### src/rtl/icache_fetch_ctrl.sv
// icache_fetch_ctrl: direct-mapped, one-word-per-line instruction cache with
// a single-request refill sequencer toward the memory controller.
// Optional next-line prefetch is compiled in when ICACHE_PREFETCH_EN is defined.
//
// state      | meaning
// -----------+-----------------------------------------------------------
// S_IDLE     | serve hits, turn a miss into a refill
// S_REFILL   | pc_miss_sgn held for pc_out until finish_ins
// S_PREFETCH | (ICACHE_PREFETCH_EN) installing pc_out silently; hits still served
module icache_fetch_ctrl #(
  parameter int INDEX_BITS = 6
) (
  input  logic        clk,
  input  logic        rst,
  input  logic        rdy,
  input  logic        rollback,
  input  logic        fetch_sgn,
  input  logic [31:0] fetch_pc,
  output logic        fetch_hit,
  output logic [31:0] fetch_ins,
  output logic [31:0] pc_out,
  output logic        pc_miss_sgn,
  input  logic        finish_ins,
  input  logic [31:0] ins_in
);

  localparam int TAG_BITS = 30 - INDEX_BITS;
  localparam int NLINES   = 1 << INDEX_BITS;

  localparam logic [1:0] S_IDLE     = 2'd0;
  localparam logic [1:0] S_REFILL   = 2'd1;
`ifdef ICACHE_PREFETCH_EN
  localparam logic [1:0] S_PREFETCH = 2'd2;
`endif

  logic [1:0]          r_state;
  logic [NLINES-1:0]   r_valid;
  logic [TAG_BITS-1:0] r_tag  [NLINES];
  logic [31:0]         r_data [NLINES];
  logic                r_fetch_hit;
  logic [31:0]         r_fetch_ins;
  logic [31:0]         r_pc_out;

  logic [INDEX_BITS-1:0] w_idx;
  logic [TAG_BITS-1:0]   w_tag;
  logic                  w_hit;
  logic                  w_req;
  logic                  w_busy;
  logic                  w_fill;
  logic [INDEX_BITS-1:0] w_fill_idx;
  logic [TAG_BITS-1:0]   w_fill_tag;
  logic                  w_unused;

  // Lookup of the requested line; the byte offset never matters for words.
  assign w_idx    = fetch_pc[INDEX_BITS+1:2];
  assign w_tag    = fetch_pc[31:INDEX_BITS+2];
  assign w_hit    = r_valid[w_idx] && (r_tag[w_idx] == w_tag);
  assign w_unused = ^fetch_pc[1:0];

  // A request is not re-sampled while its answer is still on fetch_hit.
  assign w_req = fetch_sgn && !r_fetch_hit;

`ifdef ICACHE_PREFETCH_EN
  assign w_busy = (r_state == S_REFILL) || (r_state == S_PREFETCH);
`else
  assign w_busy = (r_state == S_REFILL);
`endif

  // Request drops in the finish cycle so the controller never sees a stale one.
  assign pc_miss_sgn = w_busy && !finish_ins && !rollback;

  assign w_fill     = rdy && !rollback && finish_ins && w_busy;
  assign w_fill_idx = r_pc_out[INDEX_BITS+1:2];
  assign w_fill_tag = r_pc_out[31:INDEX_BITS+2];

`ifdef ICACHE_PREFETCH_EN
  logic [31:0]           w_nxt_pc;
  logic [INDEX_BITS-1:0] w_nxt_idx;
  logic                  w_nxt_hit;

  // Next sequential line; 32-bit add wraps 0xFFFFFFFC to 0 on its own.
  assign w_nxt_pc  = r_pc_out + 32'd4;
  assign w_nxt_idx = w_nxt_pc[INDEX_BITS+1:2];
  assign w_nxt_hit = r_valid[w_nxt_idx] && (r_tag[w_nxt_idx] == w_nxt_pc[31:INDEX_BITS+2]);
`endif

  // Valid bits: only reset clears them; a fill always overwrites the line.
  always_ff @(posedge clk or posedge rst) begin
    if (rst) begin
      r_valid <= '0;
    end else if (w_fill) begin
      r_valid[w_fill_idx] <= 1'b1;
    end
  end

  // Tag/data storage needs no reset because valid gates every use.
  always_ff @(posedge clk) begin
    if (w_fill) begin
      r_tag[w_fill_idx]  <= w_fill_tag;
      r_data[w_fill_idx] <= ins_in;
    end
  end

  // Sequencer: hit service, refill, optional prefetch, rollback squash.
  always_ff @(posedge clk or posedge rst) begin
    if (rst) begin
      r_state     <= S_IDLE;
      r_fetch_hit <= 1'b0;
      r_fetch_ins <= '0;
      r_pc_out    <= '0;
    end else if (rdy) begin
      r_fetch_hit <= 1'b0;
      if (rollback) begin
        r_state <= S_IDLE;
      end else begin
        case (r_state)
          S_IDLE: begin
            if (w_req) begin
              if (w_hit) begin
                r_fetch_ins <= r_data[w_idx];
                r_fetch_hit <= 1'b1;
              end else begin
                r_pc_out <= {fetch_pc[31:2], 2'b00};
                r_state  <= S_REFILL;
              end
            end
          end
          S_REFILL: begin
            if (finish_ins) begin
              r_fetch_ins <= ins_in;
              r_fetch_hit <= 1'b1;
`ifdef ICACHE_PREFETCH_EN
              if (!w_nxt_hit) begin
                r_pc_out <= w_nxt_pc;
                r_state  <= S_PREFETCH;
              end else begin
                r_state <= S_IDLE;
              end
`else
              r_state <= S_IDLE;
`endif
            end
          end
`ifdef ICACHE_PREFETCH_EN
          S_PREFETCH: begin
            // Misses wait (fetch_sgn is level); hits are answered meanwhile.
            if (w_req && w_hit) begin
              r_fetch_ins <= r_data[w_idx];
              r_fetch_hit <= 1'b1;
            end
            if (finish_ins) begin
              r_state <= S_IDLE;
            end
          end
`endif
          default: r_state <= S_IDLE;
        endcase
      end
    end
  end

  assign fetch_hit = r_fetch_hit;
  assign fetch_ins = r_fetch_ins;
  assign pc_out    = r_pc_out;

endmodule

### config.mk
export PLATFORM = sky130hd
export DESIGN_NAME = icache_fetch_ctrl
export DESIGN_NICKNAME = d
export VERILOG_FILES = /design/src/rtl/icache_fetch_ctrl.sv
export SDC_FILE = /design/constraint.sdc
export NUM_CORES = 2
export LEC_CHECK = 0
export BUFFER_PORTS_ARGS = -buffer_cell sky130_fd_sc_hd__buf_2
export CAP_MARGIN = 40
export CORE_MARGIN = 2
export CORE_UTILIZATION = 30
export DETAILED_ROUTE_END_ITERATION = 8
export PLACE_DENSITY = 0.55
export SYNTH_ARGS = -nofsm -noshare
export SYNTH_HDL_FRONTEND = slang
export SYNTH_SLANG_ARGS = --single-unit
### constraint.sdc
create_clock -name clk -period 10 [get_ports clk]
set_input_delay 2 -clock clk [delete_from_list [all_inputs] [get_ports clk]]
set_output_delay 2 -clock clk [all_outputs]
set_load 0.01 [all_outputs]
==> report_table.html <==
<table>
<tr><th>Metric</th><th>Value</th></tr>
<tr><th colspan="2">Clock tree</th></tr>
<tr><td>Clock-pin slew reported for the worst setup and hold paths after clock tree synthesis</td><td>0.06 ns</td></tr>
<tr><td>H-Tree Level Count</td><td>5</td></tr>
<tr><td>Deepest clock path buffer count</td><td>4</td></tr>
<tr><td>Clock tree from TritonCTS</td><td>built</td></tr>
<tr><td>Number of sinks driven by the clock tree</td><td>3712</td></tr>
<tr><td>Buffer cell driving the clock tree root</td><td>sky130_fd_sc_hd__clkbuf_16</td></tr>
<tr><td>Post-CTS setup buffer count</td><td>0</td></tr>
<tr><td>Clock buffers created by TritonCTS</td><td>373</td></tr>
<tr><td>Post_cts resized</td><td>0</td></tr>
<tr><td>CTS Hold Buffers Added</td><td>0</td></tr>
<tr><td>Clk_lat worst skew</td><td>0.98 ns</td></tr>
<tr><th colspan="2">Synthesis</th></tr>
<tr><td>Predominant post-synthesis flop cell</td><td>sky130_fd_sc_hd__edfxtp_1</td></tr>
<tr><td>Count of different cell masters after synthesis</td><td>72</td></tr>
<tr><td>Count of flip-flops with a built-in enable after synthesis</td><td>3584</td></tr>
<tr><td>Async set or reset register ratio after synthesis</td><td>3.45%</td></tr>
<tr><td>Cell area after synthesis</td><td>0.142 mm2</td></tr>
<tr><td>Number of standard cells after synthesis</td><td>6208</td></tr>
<tr><td>Avg Cell Area, Syn</td><td>22.9 um2</td></tr>
<tr><td>Synth warnings</td><td>0</td></tr>
<tr><td>Synth Register Bits</td><td>3712</td></tr>
<tr><td>Sequential area share after synthesis</td><td>77.8%</td></tr>
<tr><th colspan="2">Detailed routing</th></tr>
<tr><td>Number of iterations in the first detailed-routing pass</td><td>5</td></tr>
<tr><td>Number of design-rule violations left by the first detailed-router iteration</td><td>10200</td></tr>
<tr><td>Post-route ant nets</td><td>0</td></tr>
<tr><td>Number of DRC violations after detailed routing</td><td>0</td></tr>
<tr><td>Routed via count</td><td>71000</td></tr>
<tr><td>Detailed-route vias per instance</td><td>5.35</td></tr>
<tr><td>Aggregate routed wire length</td><td>437 mm</td></tr>
<tr><td>Detailed-route wire length per cell</td><td>32.9 um</td></tr>
<tr><th colspan="2">Die</th></tr>
<tr><td>Die area</td><td>0.480 mm2</td></tr>
<tr><td>Die boundary height</td><td>693 um</td></tr>
<tr><td>Core area</td><td>0.474 mm2</td></tr>
<tr><td>Die width</td><td>693 um</td></tr>
<tr><td>Row cnt</td><td>253</td></tr>
<tr><td>Initial Util</td><td>30.1%</td></tr>
<tr><td>Number of top-level pins</td><td>136</td></tr>
<tr><th colspan="2">Setup path</th></tr>
<tr><td>Launching point of the worst reg2reg path</td><td>r_tag[27][5]$_DFFE_PP_</td></tr>
<tr><td>Count of cells along the worst register-to-register path</td><td>11</td></tr>
<tr><td>Maximum fanout count along the critical path</td><td>69</td></tr>
<tr><td>Reg-to-Reg End</td><td>pc_out[23]$_DFFE_PP0P_</td></tr>
<tr><td>Slowest cell delay on critical path</td><td>0.89 ns</td></tr>
<tr><td>CP cell instances</td><td>buf_12 &gt; buf_4 &gt; mux2i_1 &gt; a22oi_1 &gt; nand4_1 &gt; nand3_1 &gt; a211oi_1 &gt; xnor2_1 &gt; nor4_2 &gt; nand4b_2 &gt; o21ai_4 &gt; buf_12 &gt; mux2_1</td></tr>
<tr><td>Req. time, crit path</td><td>10.80 ns</td></tr>
<tr><td>Sort of element at the start of the critical path</td><td>primary input</td></tr>
<tr><td>Most common cell on crit path</td><td>sky130_fd_sc_hd__buf_12</td></tr>
<tr><td>Cell type of the slowest stage on the worst timing path</td><td>sky130_fd_sc_hd__a211oi_1</td></tr>
<tr><td>Worst Setup Path Type</td><td>in -&gt; reg</td></tr>
<tr><td>Minimum setup slack among reg-to-reg paths</td><td>5.03 ns</td></tr>
<tr><td>Combined buffer and inverter count along the critical path</td><td>3</td></tr>
<tr><td>Kind of cell adding the most delay to the critical path</td><td>compound AO/OA/AOI/OAI gates</td></tr>
<tr><td>Crit end category</td><td>flip-flop</td></tr>
<tr><td>Endpoint arrival time on the critical path</td><td>7.74 ns</td></tr>
<tr><th colspan="2">Power and ir drop</th></tr>
<tr><td>Pwr Total</td><td>34.7 mW</td></tr>
<tr><td>Proportion of power drawn by combinational gates</td><td>7.3%</td></tr>
<tr><td>Pwr Density</td><td>208 mW/mm2</td></tr>
<tr><td>Switching power</td><td>7.88 mW</td></tr>
<tr><td>Sequential power share</td><td>51.7%</td></tr>
<tr><td>Net switching share of the total power</td><td>22.7%</td></tr>
<tr><td>Maximum resistive drop on vdd</td><td>137 uV</td></tr>
<tr><td>Share of power burned in the clock network</td><td>40.9%</td></tr>
<tr><td>Cell internal power dissipation</td><td>26.8 mW</td></tr>
<tr><td>Leakage</td><td>52.7 nW</td></tr>
<tr><th colspan="2">GRT</th></tr>
<tr><td>Total global routing track utilization</td><td>17.7%</td></tr>
<tr><td>Maximum number of pins on one net before global-route repair</td><td>121</td></tr>
<tr><td>Initial antenna violation count</td><td>41</td></tr>
<tr><td>First-pass GRT wire length</td><td>594 mm</td></tr>
<tr><td>Number of global-route vias before repair</td><td>70500</td></tr>
<tr><td>Aggregate global routing overflow</td><td>0</td></tr>
<tr><th colspan="2">Job</th></tr>
<tr><td>Number of violations of the max-capacitance limit</td><td>0</td></tr>
<tr><th colspan="2">STA</th></tr>
<tr><td>RSZ-0062 raised after global routing</td><td>false</td></tr>
<tr><td>Relative slew slack</td><td>32.5%</td></tr>
<tr><td>Period utilisation layout</td><td>69.3%</td></tr>
<tr><td>Post-route clock skew</td><td>0.0861 ns</td></tr>
<tr><td>Final hold vios</td><td>0</td></tr>
<tr><td>Number of pins with negative max-slew slack in the final report</td><td>0</td></tr>
<tr><td>Setup WS post-layout</td><td>3.07 ns</td></tr>
<tr><td>Worst-margin pin slew</td><td>1.01 ns</td></tr>
<tr><td>Clock period minus worst slack</td><td>6.93 ns</td></tr>
<tr><td>Achievable clock frequency</td><td>144 MHz</td></tr>
<tr><td>Final-report setup violation count</td><td>0</td></tr>
<tr><td>Final TNS setup</td><td>0 ns</td></tr>
<tr><th colspan="2">Cells and area</th></tr>
<tr><td>Synth-to-layout area growth</td><td>17.0%</td></tr>
<tr><td>Fillers</td><td>43100</td></tr>
<tr><td>Post-layout nets</td><td>6786</td></tr>
<tr><td>Multi-input logic area</td><td>0.0304 mm2</td></tr>
<tr><td>Proportion of layout cells with a drive suffix above 1</td><td>30.8%</td></tr>
<tr><td>Storage element area</td><td>0.111 mm2</td></tr>
<tr><td>Highest-count cells in the layout ignoring fill and taps</td><td>sky130_fd_sc_hd__edfxtp_1 (3584), sky130_fd_sc_hd__mux4_2 (908), sky130_fd_sc_hd__clkbuf_16 (382)</td></tr>
<tr><td>Most common cell after layout, fill and taps aside</td><td>sky130_fd_sc_hd__edfxtp_1</td></tr>
<tr><th colspan="2">Worst hold path</th></tr>
<tr><td>Hold path depth</td><td>1</td></tr>
<tr><td>Classification of the worst-slack hold path</td><td>reg -&gt; reg</td></tr>
<tr><td>Launch instance of the worst min-delay path</td><td>r_valid[16]$_DFFE_PP0P_</td></tr>
<tr><td>Hold endpoint</td><td>r_valid[16]$_DFFE_PP0P_</td></tr>
<tr><th colspan="2">Place</th></tr>
<tr><td>DPL Wire Length</td><td>236 mm</td></tr>
<tr><td>Final Wtd Congestion</td><td>0.771</td></tr>
<tr><td>Port Buf Inserts</td><td>131</td></tr>
<tr><td>Post-Place Setup Slack</td><td>2.29 ns</td></tr>
<tr><th colspan="2">Status</th></tr>
<tr><td>Run status</td><td>finished, final reports clean</td></tr>
</table>
==> sequential cells by signal (all words and copies together), names as in the netlist <==
signal,count
r_valid,64
fetch_hit,1
r_tag,1536
fetch_ins,32
r_state,1
pc_out,30
r_data,2048
==> cell type report <==
cell class | instances | share of cell area [%]
antenna | 8 | 0.0120
clock buffer | 472 | 6.01
clock inverter | 212 | 1.41
inverter | 11 | 0.0368
multi-input combinational | 2155 | 18.2
sequential | 3712 | 66.5
tap | 6247 | 4.69
timing repair buffer | 463 | 3.10
==> per-layer routing <==
layer / wire length (um) / track usage (%) / up-vias / share of wire (%)
met5: 42 / 0 / - / 0.0096
li1: - / - / 27500 / -
met3: 39200 / 3.27 / 627 / 9.0
met4: 11900 / 4.88 / 6 / 2.7
met2: 202000 / 27.6 / 3521 / 46
met1: 183000 / 25.4 / 39300 / 42
==> power by group through the flow <==
stage	logic (mW)	registers (mW)	clock network (mW)
6_report	2.54	17.9	14.2
3_5_place_dp	2.50	18.3	0
2_1_floorplan	1.03	18.5	0
4_1_cts	2.51	18.0	14.4
5_1_grt	2.70	18.0	15.0
3_3_place_gp	2.11	18.5	0
==> worst max path at each step <==
stage / cells past startpoint / slack, ns / endpoint / from
CTS: 13 / 3.33 / pc_out[23]$_DFFE_PP0P_ / fetch_pc[3]
global route: 13 / 3.07 / pc_out[23]$_DFFE_PP0P_ / fetch_pc[2]
detailed placement: 12 / 2.29 / pc_out[23]$_DFFE_PP0P_ / fetch_pc[4]
global placement: 13 / 2.26 / pc_out[28]$_DFFE_PP0P_ / fetch_pc[3]
finish: 13 / 3.07 / pc_out[23]$_DFFE_PP0P_ / fetch_pc[2]
floorplan: 6 / 4.37 / r_data[30][0]$_DFFE_PP_ / rdy
==> logic make-up (layout without fill, tap and decap cells) <==
kind of cell / after synthesis / count (layout) / share of synthesized area (%)
xor gates and xnor gates: 23 / 23 / 0.141
muxes: 1321 / 1321 / 17.4
AOI/OAI and AO/OA: 348 / 348 / 1.75
other: 1 / 10 / 0.00263
and+or+nand+nor: 461 / 461 / 1.60
DFF: 3712 / 3712 / 77.8
buffers and inverters: 342 / 1158 / 1.27
==> Yosys cell counts, drive strengths merged (8+ instances only) <==
master  count  area share, %
nand3b      8          0.042
a21oi      37           0.13
nand3      73           0.26
a32oi      15          0.092
mux2i     324            2.3
dfrtp     128            2.2
a31oi      27           0.12
or2        67           0.29
o21ai      16          0.067
a211oi     11          0.058
xor2       11          0.068
nor4        8          0.044
nand2     108           0.28
mux4      908             14
mux2       89           0.78
inv        10          0.026
edfxtp   3584             76
clkbuf    144           0.38
nor2b      18          0.079
a221oi     15          0.092
nand4      16          0.070
o22ai      48           0.21
nor2      104           0.27
nor3       26          0.091
a22oi     138           0.73
buf       187           0.86
xnor2      12          0.074
==> metrics by stage <==
step / area, um2 / utilization [%] / instances / hold slack (ns)
after floorplan: 142000 / - / 6209 / 0.434
after global placement: 152000 / 32.0 / 12500 / 0.445
after detailed placement: 154000 / 32.5 / 12600 / 0.448
after CTS: 166000 / 35.1 / 13300 / 0.462
after global routing: 167000 / 35.2 / 13300 / 0.475
final: 167000 / 35.2 / 13300 / 0.463
No activity file was read; power rests on OpenSTA's default activity.
